### config.mk
export PLATFORM = sky130hd
export DESIGN_NAME = fetch_unit
export DESIGN_NICKNAME = d
export VERILOG_FILES = /design/src/rtl/cpu_pkg.sv /design/src/rtl/fetch_queue.sv /design/src/rtl/fetch_unit.sv
export SDC_FILE = /design/constraint.sdc
export NUM_CORES = 1
export LEC_CHECK = 0
export ABC_CLOCK_PERIOD_IN_PS = 8200
export BUFFER_PORTS_ARGS = -buffer_cell sky130_fd_sc_hd__clkbuf_2
export CORE_AREA = 2 2 131 133
export DETAILED_ROUTE_END_ITERATION = 10
export DIE_AREA = 0 0 133 135
export SYNTH_ARGS = -nofsm -noshare
export SYNTH_HDL_FRONTEND = slang
export SYNTH_SLANG_ARGS = --single-unit
### constraint.sdc
create_clock -name clk -period 8.2 [get_ports clk]
set_input_delay 0.41 -clock clk [delete_from_list [all_inputs] [get_ports clk]]
set_output_delay 0.41 -clock clk [all_outputs]
set_load 0.005 [all_outputs]
### src/rtl/cpu_pkg.sv
// Shared fetch-stage types and constants.
// The queue entry pairs each instruction with the PC it was fetched from.
package cpu_pkg;

   localparam int ADDR_WIDTH  = 32;
   localparam int DATA_WIDTH  = 32;
   localparam int INSTR_BYTES = DATA_WIDTH / 8;

   typedef struct packed {
      logic [ADDR_WIDTH-1:0] pc;
      logic [DATA_WIDTH-1:0] instr;
   } fetch_entry_t;

endpackage

### src/rtl/fetch_queue.sv
// Synchronous FIFO of fetch entries with a flush that overrides push and pop.
// The head is read straight from registered storage, so it has no input-to-output path.
module fetch_queue
   import cpu_pkg::*;
#(
   parameter int DEPTH = 2,
   localparam int PW   = $clog2(DEPTH),
   localparam int CW   = $clog2(DEPTH) + 1
) (
   input  logic          clk,
   input  logic          rst,
   input  logic          flush,
   input  logic          push,
   input  fetch_entry_t  push_data,
   input  logic          pop,
   output fetch_entry_t  head,
   output logic [CW-1:0] count
);

   fetch_entry_t  mem_q [DEPTH];
   logic [PW-1:0] rd_ptr_q, rd_ptr_d;
   logic [PW-1:0] wr_ptr_q, wr_ptr_d;
   logic [CW-1:0] count_q, count_d;

   // Next-state pointers and occupancy
   always_comb begin
      rd_ptr_d = rd_ptr_q;
      wr_ptr_d = wr_ptr_q;
      count_d  = count_q;
      if (flush) begin
         rd_ptr_d = '0;
         wr_ptr_d = '0;
         count_d  = '0;
      end else begin
         if (push) begin
            wr_ptr_d = wr_ptr_q + {{(PW-1){1'b0}}, 1'b1};
         end else begin
            wr_ptr_d = wr_ptr_q;
         end
         if (pop) begin
            rd_ptr_d = rd_ptr_q + {{(PW-1){1'b0}}, 1'b1};
         end else begin
            rd_ptr_d = rd_ptr_q;
         end
         case ({push, pop})
            2'b10:   count_d = count_q + {{(CW-1){1'b0}}, 1'b1};
            2'b01:   count_d = count_q - {{(CW-1){1'b0}}, 1'b1};
            default: count_d = count_q;
         endcase
      end
   end

   // Pointer and occupancy registers
   always_ff @(posedge clk) begin
      if (!rst) begin
         rd_ptr_q <= '0;
         wr_ptr_q <= '0;
         count_q  <= '0;
      end else begin
         rd_ptr_q <= rd_ptr_d;
         wr_ptr_q <= wr_ptr_d;
         count_q  <= count_d;
      end
   end

   // Entry storage; contents past the occupancy are never observed
   always_ff @(posedge clk) begin
      if (rst && !flush && push) begin
         mem_q[wr_ptr_q] <= push_data;
      end
   end

   assign head  = mem_q[rd_ptr_q];
   assign count = count_q;

endmodule

### src/rtl/fetch_unit.sv
// Instruction fetch stage: owns the PC, reads memory combinationally and
// queues {pc, instr} pairs for decode; a redirect flushes and restarts fetch.
module fetch_unit
   import cpu_pkg::*;
#(
   parameter int                    ADDR_WIDTH  = cpu_pkg::ADDR_WIDTH,
   parameter int                    DATA_WIDTH  = cpu_pkg::DATA_WIDTH,
   parameter logic [ADDR_WIDTH-1:0] RESET_PC    = '0,
   parameter int                    QUEUE_DEPTH = 2
) (
   input  logic                  clk,
   input  logic                  rst,
   output logic [ADDR_WIDTH-1:0] instruction_addr,
   input  logic [DATA_WIDTH-1:0] instruction_data,
   input  logic                  redirect_valid,
   input  logic [ADDR_WIDTH-1:0] redirect_pc,
   output logic                  out_valid,
   output logic [ADDR_WIDTH-1:0] out_pc,
   output logic [DATA_WIDTH-1:0] out_instr,
   input  logic                  out_ready
);

   localparam int CW = $clog2(QUEUE_DEPTH) + 1;

   logic [ADDR_WIDTH-1:0] pc_q, pc_d;
   logic [CW-1:0]         count_s;
   logic                  pop_s;
   logic                  push_s;
   fetch_entry_t          push_data_s;
   fetch_entry_t          head_s;

   assign out_valid = (count_s != {CW{1'b0}});
   assign pop_s     = out_valid && out_ready;
   // A full queue still accepts a fetch when its head leaves in the same cycle
   assign push_s    = !redirect_valid && ((count_s < CW'(QUEUE_DEPTH)) || pop_s);

   assign push_data_s.pc    = pc_q;
   assign push_data_s.instr = instruction_data;

   // PC advance: redirect wins, otherwise step only when the fetch was queued
   always_comb begin
      pc_d = pc_q;
      if (redirect_valid) begin
         pc_d = redirect_pc;
      end else if (push_s) begin
         pc_d = pc_q + ADDR_WIDTH'(INSTR_BYTES);
      end else begin
         pc_d = pc_q;
      end
   end

   // PC register
   always_ff @(posedge clk) begin
      if (!rst) begin
         pc_q <= RESET_PC;
      end else begin
         pc_q <= pc_d;
      end
   end

   fetch_queue #(
      .DEPTH (QUEUE_DEPTH)
   ) u_queue (
      .clk       (clk),
      .rst       (rst),
      .flush     (redirect_valid),
      .push      (push_s),
      .push_data (push_data_s),
      .pop       (pop_s),
      .head      (head_s),
      .count     (count_s)
   );

   assign instruction_addr = pc_q;
   assign out_pc           = head_s.pc;
   assign out_instr        = head_s.instr;

endmodule

==> flow_metrics.env, run 1 <==
export IMPL_cp_max_fo=64
export IMPL_postRouteAntennaNets=0
export IMPL_cts_htree_levels=4
export IMPL_area_delta_synth_final_pct=24.5
export IMPL_grt_first_pass_wirelength_mm=22.2
export IMPL_nets=667
export IMPL_share_seq_of_total_power=0.536
export IMPL_grt_max_degree=65
export IMPL_ys_ff_latch=165
export IMPL_critPathArrivalTime_ps=1940
export IMPL_avgSynthCellArea_sq_um=15.2
export IMPL_synth_main_ff_cell="edfxtp_1"
export IMPL_coreArea_sq_um=16400
export IMPL_dp_hpwl_mm=9.47
export IMPL_yosys_top_cells_area="edfxtp_1 (59%), dfxtp_1 (11%), mux2_2 (11%)"
export IMPL_ys_seq_area_frac=0.701
export IMPL_rows=47
export IMPL_vias=4103
export IMPL_yosys_area_top_type="edfxtp_1"
export IMPL_post_cts_buffers=0
export IMPL_power_leakage_nw=3.12
export IMPL_synthesis_area_sq_um=6540
export IMPL_cts_hold_buffers=0
export IMPL_pre_cts_ws_ps=5740
export IMPL_clock_latency_ps=420
export IMPL_synth_top_cell_area_share=0.588
export IMPL_grt_pass1_vias=4157
export IMPL_wl_per_cell_um=17.1
export IMPL_layout_common_cells="clkbuf_2 (164), edfxtp_1 (128), mux2_2 (64)"
export IMPL_cts_path_max_buffers=2
export IMPL_pwr_share_clk=0.398
export IMPL_place_congestion=0.765
export IMPL_antenna_found_initial=0
export IMPL_die_w_um=133
export IMPL_numCtsBuffers=17
export IMPL_route_detailed_drc=0
export IMPL_wl_mm=14.2
export IMPL_stdcell_area_sq_um=8140
export IMPL_rsz0062_at_grt="false"
export IMPL_post_route_util=0.496
export IMPL_async_flop_share=0
export IMPL_max_freq_ghz=0.425
export IMPL_swShare=0.213
export IMPL_dieArea_sq_um=18000
export IMPL_cts_sinks=165
export IMPL_portBuffers=164
export IMPL_drt_iter0_markers=243
export IMPL_worstSetupStartpointType="register"
export IMPL_p_int_mw=1.42
export IMPL_yosysUniqueCellTypes=41
export IMPL_num_io_pins=165
export IMPL_cts_tree="built"
export IMPL_worst_slack_ps=5850
export IMPL_grt_overflow_total=0
export IMPL_antenna_cells=0
export IMPL_drt_pre_antenna_iters=4
export IMPL_start_util=0.398
export IMPL_tightestPinTransition_ps=900
export IMPL_hold_viol=0
export IMPL_cts_resized=0
export IMPL_instances_no_fill=830
export IMPL_synth_cells=429
export IMPL_clkTransAtPathRegs_ps=60
export IMPL_crit_required_ps=7790
export IMPL_cts_root_buf="clkbuf_16"
export IMPL_end_kind="output port"
export IMPL_skew_ps=7.78
export IMPL_synth_edf_count=128
export IMPL_tns_ps=0
export IMPL_power_per_cell_area_nw_per_um2=221
export IMPL_fin_crit_ps=2350
export IMPL_drv_cap=0
export IMPL_vias_per_cell=4.94
export IMPL_die_y_um=135
export IMPL_combPwrFrac=0.066
export IMPL_crit_type="reg2out"
export IMPL_slew_violations=0
export IMPL_min_path_type="in2reg"
export IMPL_grtUsageTotal=0.164
export IMPL_syn_num_nets=499
export IMPL_slew_headroom=0.400
export IMPL_p_sw_mw=0.383
export IMPL_drive_above_1_share=0.441
export IMPL_layout_cells_most_common="clkbuf_2"
export IMPL_placed_cell_area_sq_um=7600
export IMPL_synth_warnings=0
export IMPL_dp_cells=798
export IMPL_fin_crit_sh=0.287
export IMPL_setup_viol=0
export IMPL_status="finished, final reports clean"
export IMPL_irDropWorstVdd_uv=146
-- critical path, cell delays in order, from the launching register on --
cell and delay, ps:
dfxtp_4 920, mux2_2 430, clkbuf_2 110
-- sequential cells by signal, summed over array words and instances (netlist names), named ones only --
register / cells
instruction_addr: 32
u_queue.count: 2
u_queue.wr_ptr_q: 1
u_queue.rd_ptr_q: 1
u_queue.mem_q: 128
-- path summary, 6_finish.rpt --
kind                                                       start                                 to  slack (ps)  cells after the start
worst max-delay path                                    register                      out_instr[18]        5850                      2
worst min-delay path                        instruction_data[30]     u_queue.mem_q[1][30]$_DFFE_PP_         180                      1
worst max register to register  instruction_addr[6]$_SDFFE_PN0P_  instruction_addr[25]$_SDFFE_PN0P_        6050                      5
worst min register to register  instruction_addr[1]$_SDFFE_PN0P_     u_queue.mem_q[1][33]$_DFFE_PP_         510                      0
-- per-stage QoR --
| stage | power (mW) | hold WS (ps) |
|---|---|---|
| 4_1_cts | 1.82 | 163 |
| 5_1_grt | 1.87 | 158 |
| 3_5_place_dp | 1.10 | 487 |
| 2_1_floorplan | 1.04 | 470 |
| 6_report | 1.80 | 184 |
| 3_3_place_gp | 1.10 | 486 |
-- routing by layer --
layer / share of wire / vias to the layer above / track usage
met5: 0 / - / 0
met4: 0.0099 / 0 / 0.0532
met3: 0.057 / 11 / 0.0469
met2: 0.48 / 134 / 0.262
met1: 0.45 / 1993 / 0.216
li1: - / 1965 / -
-- power groups by stage --
| stage | registers [mW] | logic [mW] | clock network [mW] |
|---|---|---|---|
| final | 0.965 | 0.118 | 0.717 |
| after global routing | 0.970 | 0.131 | 0.773 |
| after CTS | 0.966 | 0.121 | 0.736 |
| after detailed placement | 0.984 | 0.120 | 0 |
| after global placement | 0.981 | 0.118 | 0 |
| after floorplan | 0.977 | 0.0589 | 0 |
-- cell type report --
cell class | instances | area [sq um]
inverters | 3 | 11.3
clock inverters | 10 | 82.6
repair buffers | 169 | 858
flip-flops and latches | 165 | 4590
clock buffers | 22 | 454
multi-input cells | 241 | 1870
well taps | 220 | 275
fillers | 1470 | 8270
-- cells by family (layout without fill, tap and decap cells) --
family	Yosys count	in the layout	share of synthesized area
mux	66	66	0.113
buf+inv	23	204	0.0147
flops	165	165	0.701
xor+xnor	28	28	0.0375
simple gates	89	89	0.0831
fa+ha+maj	2	2	0.00383
compound gates	56	56	0.0461
-- cells in the mapped netlist, drive strengths merged, types with 4 or more instances --
master,number
edfxtp,128
mux2,64
dfxtp,37
o21ai,30
xor2,20
a21oi,19
nand2,18
nand4,17
clkbuf,16
nand3,11
nor2,9
xnor2,8
and2,7
and3,5
buf,4
nor2b,4
Power figures use the tool's default switching activity.
==> run 2, diff against run 1 <==
--- a/config.mk
+++ b/config.mk
@@ -5,11 +5,12 @@
 export SDC_FILE = /design/constraint.sdc
 export NUM_CORES = 1
 export LEC_CHECK = 0
-export ABC_CLOCK_PERIOD_IN_PS = 8200
+export ABC_AREA = 1
+export ABC_CLOCK_PERIOD_IN_PS = 2250
 export BUFFER_PORTS_ARGS = -buffer_cell sky130_fd_sc_hd__clkbuf_2
-export CORE_AREA = 2 2 131 133
+export CORE_AREA = 2 2 137 139
 export DETAILED_ROUTE_END_ITERATION = 10
-export DIE_AREA = 0 0 133 135
+export DIE_AREA = 0 0 139 141
 export SYNTH_ARGS = -nofsm -noshare
 export SYNTH_HDL_FRONTEND = slang
 export SYNTH_SLANG_ARGS = --single-unit
==> constraint.sdc (replaced) <==
create_clock -name clk -period 2.25 [get_ports clk]
set_input_delay 0.1125 -clock clk [delete_from_list [all_inputs] [get_ports clk]]
set_output_delay 0.1125 -clock clk [all_outputs]
set_load 0.005 [all_outputs]
==> run 2 against run 1 <==
Against the previous run:
- setup slack got worse by 5600 ps
- final area rose by 14%
- sequential share of layout area fell by 6.8 points
- flip-flop and latch count did not move
- worst hold slack got worse by 160 ps
- die area rose by 9.2%
- global-route usage rose by 1.7 points
- total power rose to 3.8 times the previous value
- synthesized cell count rose by 41%
- largest power group unchanged
==> flow_metrics.env, run 2 <==
export IMPL_cts_root_buf="clkbuf_16"
export IMPL_crit_required_ps=2560
export IMPL_place_congestion=0.932
export IMPL_synth_cells=604
export IMPL_cp_slowest_cell="dlygate4sd3_1"
export IMPL_layout_cells_most_common="clkbuf_2"
export IMPL_syn_num_nets=674
export IMPL_irDropWorstVdd_uv=520
export IMPL_crit_buf_inv=3
export IMPL_top_register="u_queue.mem_q"
export IMPL_min_path_type="in2reg"
export IMPL_whs_path_depth=3
export IMPL_clkTransAtPathRegs_ps=70
export IMPL_cp_max_fo=19
export IMPL_yosysUniqueCellTypes=37
export IMPL_cts_path_max_buffers=2
export IMPL_numCtsBuffers=17
export IMPL_crit_cells=9
export IMPL_ys_top_cells_by_count="edfxtp_1 (128), nand2_1 (106), mux2_2 (64)"
export IMPL_area_delta_synth_final_pct=29.8
export IMPL_status="finished, final reports clean"
export IMPL_async_flop_share=0
export IMPL_r2r_cells=9
export IMPL_crit_type="reg2reg"
export IMPL_crit_family="buffers and inverters"
export IMPL_yosys_top_cells_area="edfxtp_1 (54%), dfxtp_1 (10%), mux2_2 (10%)"
export IMPL_cts_tree="built"
export IMPL_maxUsedRoutingLayer="met4"
export IMPL_max_freq_ghz=0.492
export IMPL_antenna_found_initial=0
export IMPL_start_util=0.391
export IMPL_grtUsageTotal=0.181
export IMPL_cts_resized=0
export IMPL_rows=50
export IMPL_grt_max_degree=47
export IMPL_route_detailed_drc=0
export IMPL_power_leakage_nw=3.63
export IMPL_coreArea_sq_um=18300
export IMPL_cts_sinks=165
export IMPL_fin_crit_ps=2030
export IMPL_largest_register_ffs=128
export IMPL_rsz0062_at_grt="false"
export IMPL_fin_crit_sh=0.903
export IMPL_skew_ps=8.55
export IMPL_wl_per_cell_um=16.2
export IMPL_portBuffers=164
export IMPL_synth_top_cell_area_share=0.538
export IMPL_avgSynthCellArea_sq_um=11.8
export IMPL_synth_most_common_cell="edfxtp_1"
export IMPL_synthesis_area_sq_um=7140
export IMPL_slew_headroom=0.745
export IMPL_synth_warnings=0
export IMPL_antenna_cells=0
export IMPL_drt_pre_antenna_iters=6
export IMPL_drt_iter0_markers=369
export IMPL_drive_above_1_share=0.380
export IMPL_clock_latency_ps=420
export IMPL_slew_violations=0
export IMPL_dp_cells=995
export IMPL_critPathArrivalTime_ps=2340
export IMPL_drv_cap=0
export IMPL_num_io_pins=165
export IMPL_synth_main_ff_cell="edfxtp_1"
export IMPL_dieArea_sq_um=19600
export IMPL_cpMostUsedCell="nand2_2"
export IMPL_die_w_um=139
export IMPL_cpPeakStageDelay_ps=560
export IMPL_nets=892
export IMPL_vias=5220
export IMPL_ys_ff_latch=165
export IMPL_vias_per_cell=4.89
export IMPL_grt_first_pass_wirelength_mm=27.8
export IMPL_power_per_cell_area_nw_per_um2=733
export IMPL_finalPower_mw=6.79
export IMPL_layout_common_cells="clkbuf_2 (164), edfxtp_1 (128), nand2_1 (106)"
export IMPL_wl_met2_mm=8.37
export IMPL_yosys_area_top_type="edfxtp_1"
export IMPL_crit_chain="inv_2 > nand2_2 > nand2_2 > nand2_4 > nor2_4 > inv_4 > o21ai_0 > a31oi_1 > dlygate4sd3_1"
export IMPL_grt_pass1_vias=5353
export IMPL_met1_length_mm=7.74
export IMPL_hold_viol=0
export IMPL_tightestPinTransition_ps=382
export IMPL_post_cts_buffers=0
export IMPL_cts_htree_levels=4
export IMPL_postRouteAntennaNets=0
export IMPL_end_kind="register"
export IMPL_wl_mm=17.3
export IMPL_instances_no_fill=1068
export IMPL_grt_overflow_total=0
export IMPL_worstSetupStartpointType="register"
export IMPL_ys_seq_area_frac=0.642
export IMPL_synth_edf_count=128
export IMPL_setup_viol=0
export IMPL_die_y_um=141
export IMPL_wl_met3_um=946
export IMPL_dp_hpwl_mm=12.0
==> run 2: worst paths after layout <==
path / from / endpoint / slack [ps]
hold reg to reg: u_queue.rd_ptr_q$_SDFFE_PP0P_ / register / 450
hold / removal: rst / instruction_addr[4]$_SDFFE_PN0P_ / 20
setup reg to reg: u_queue.count[1]$_SDFFE_PP0P_ / instruction_addr[3]$_SDFFE_PN0P_ / 220
setup / recovery: u_queue.count[1]$_SDFFE_PP0P_ / instruction_addr[3]$_SDFFE_PN0P_ / 220
==> run 2: kinds of logic (layout without fill, tap and decap cells) <==
logic type | Yosys count | count (layout) | synth area share
compound gates | 74 | 74 | 0.0632
simple gates | 213 | 213 | 0.134
buf+inv | 80 | 310 | 0.0489
xor+xnor | 6 | 6 | 0.00736
mux | 64 | 64 | 0.101
flops | 165 | 165 | 0.642
fa+ha+maj | 2 | 2 | 0.00350
==> run 2: layout make-up <==
cell class	instances	area (sq um)
clock buffers	17	425
clock inverters	14	130
fillers	1648	9000
inverters	63	243
multi-input cells	359	2230
flip-flops and latches	165	4590
well taps	234	293
repair buffers	216	1350
==> run 2: through the flow <==
stage | hold slack [ps] | cell area [sq um] | setup TNS, ps | setup slack (ps) | util
floorplan | 211 | 7170 | -49260 | -385 | -
global placement | 305 | 8290 | 0 | 503 | 0.454
detailed placement | 305 | 8290 | 0 | 474 | 0.454
CTS | 1.23 | 9270 | 0 | 212 | 0.507
global route | 34.9 | 9270 | 0 | 60.7 | 0.507
finish | 19.9 | 9270 | 0 | 218 | 0.507
==> run 2: what timing repair did <==
action / in CTS / in global routing
hold buffers: 42 / 0
endpoints found under the setup margin: 0 / 0
hold endpoints to repair: 73 / 0
==> run 2: routing by layer <==
layer  track usage  up-vias
li1              -     2546
met2         0.305      184
met5             0        -
met3        0.0479       20
met4        0.0500        0
met1         0.231     2470
==> run 2: power breakdown <==
part / total (mW) / internal [mW] / leakage, nW / switching (mW)
sequential: 3.50 / 3.41 / 1.50 / 0.0937
combinational: 0.553 / 0.272 / 1.86 / 0.281
clock: 2.74 / 1.53 / 0.265 / 1.21
total: 6.79 / 5.21 / 3.63 / 1.59
==> run 2: tightest hold or removal path, delay by kind of cell <==
family / cells / cell delay (ps)
AOI/OAI and AO/OA: 1 / 90
buffers and inverters: 1 / 140
and+or+nand+nor: 1 / 50
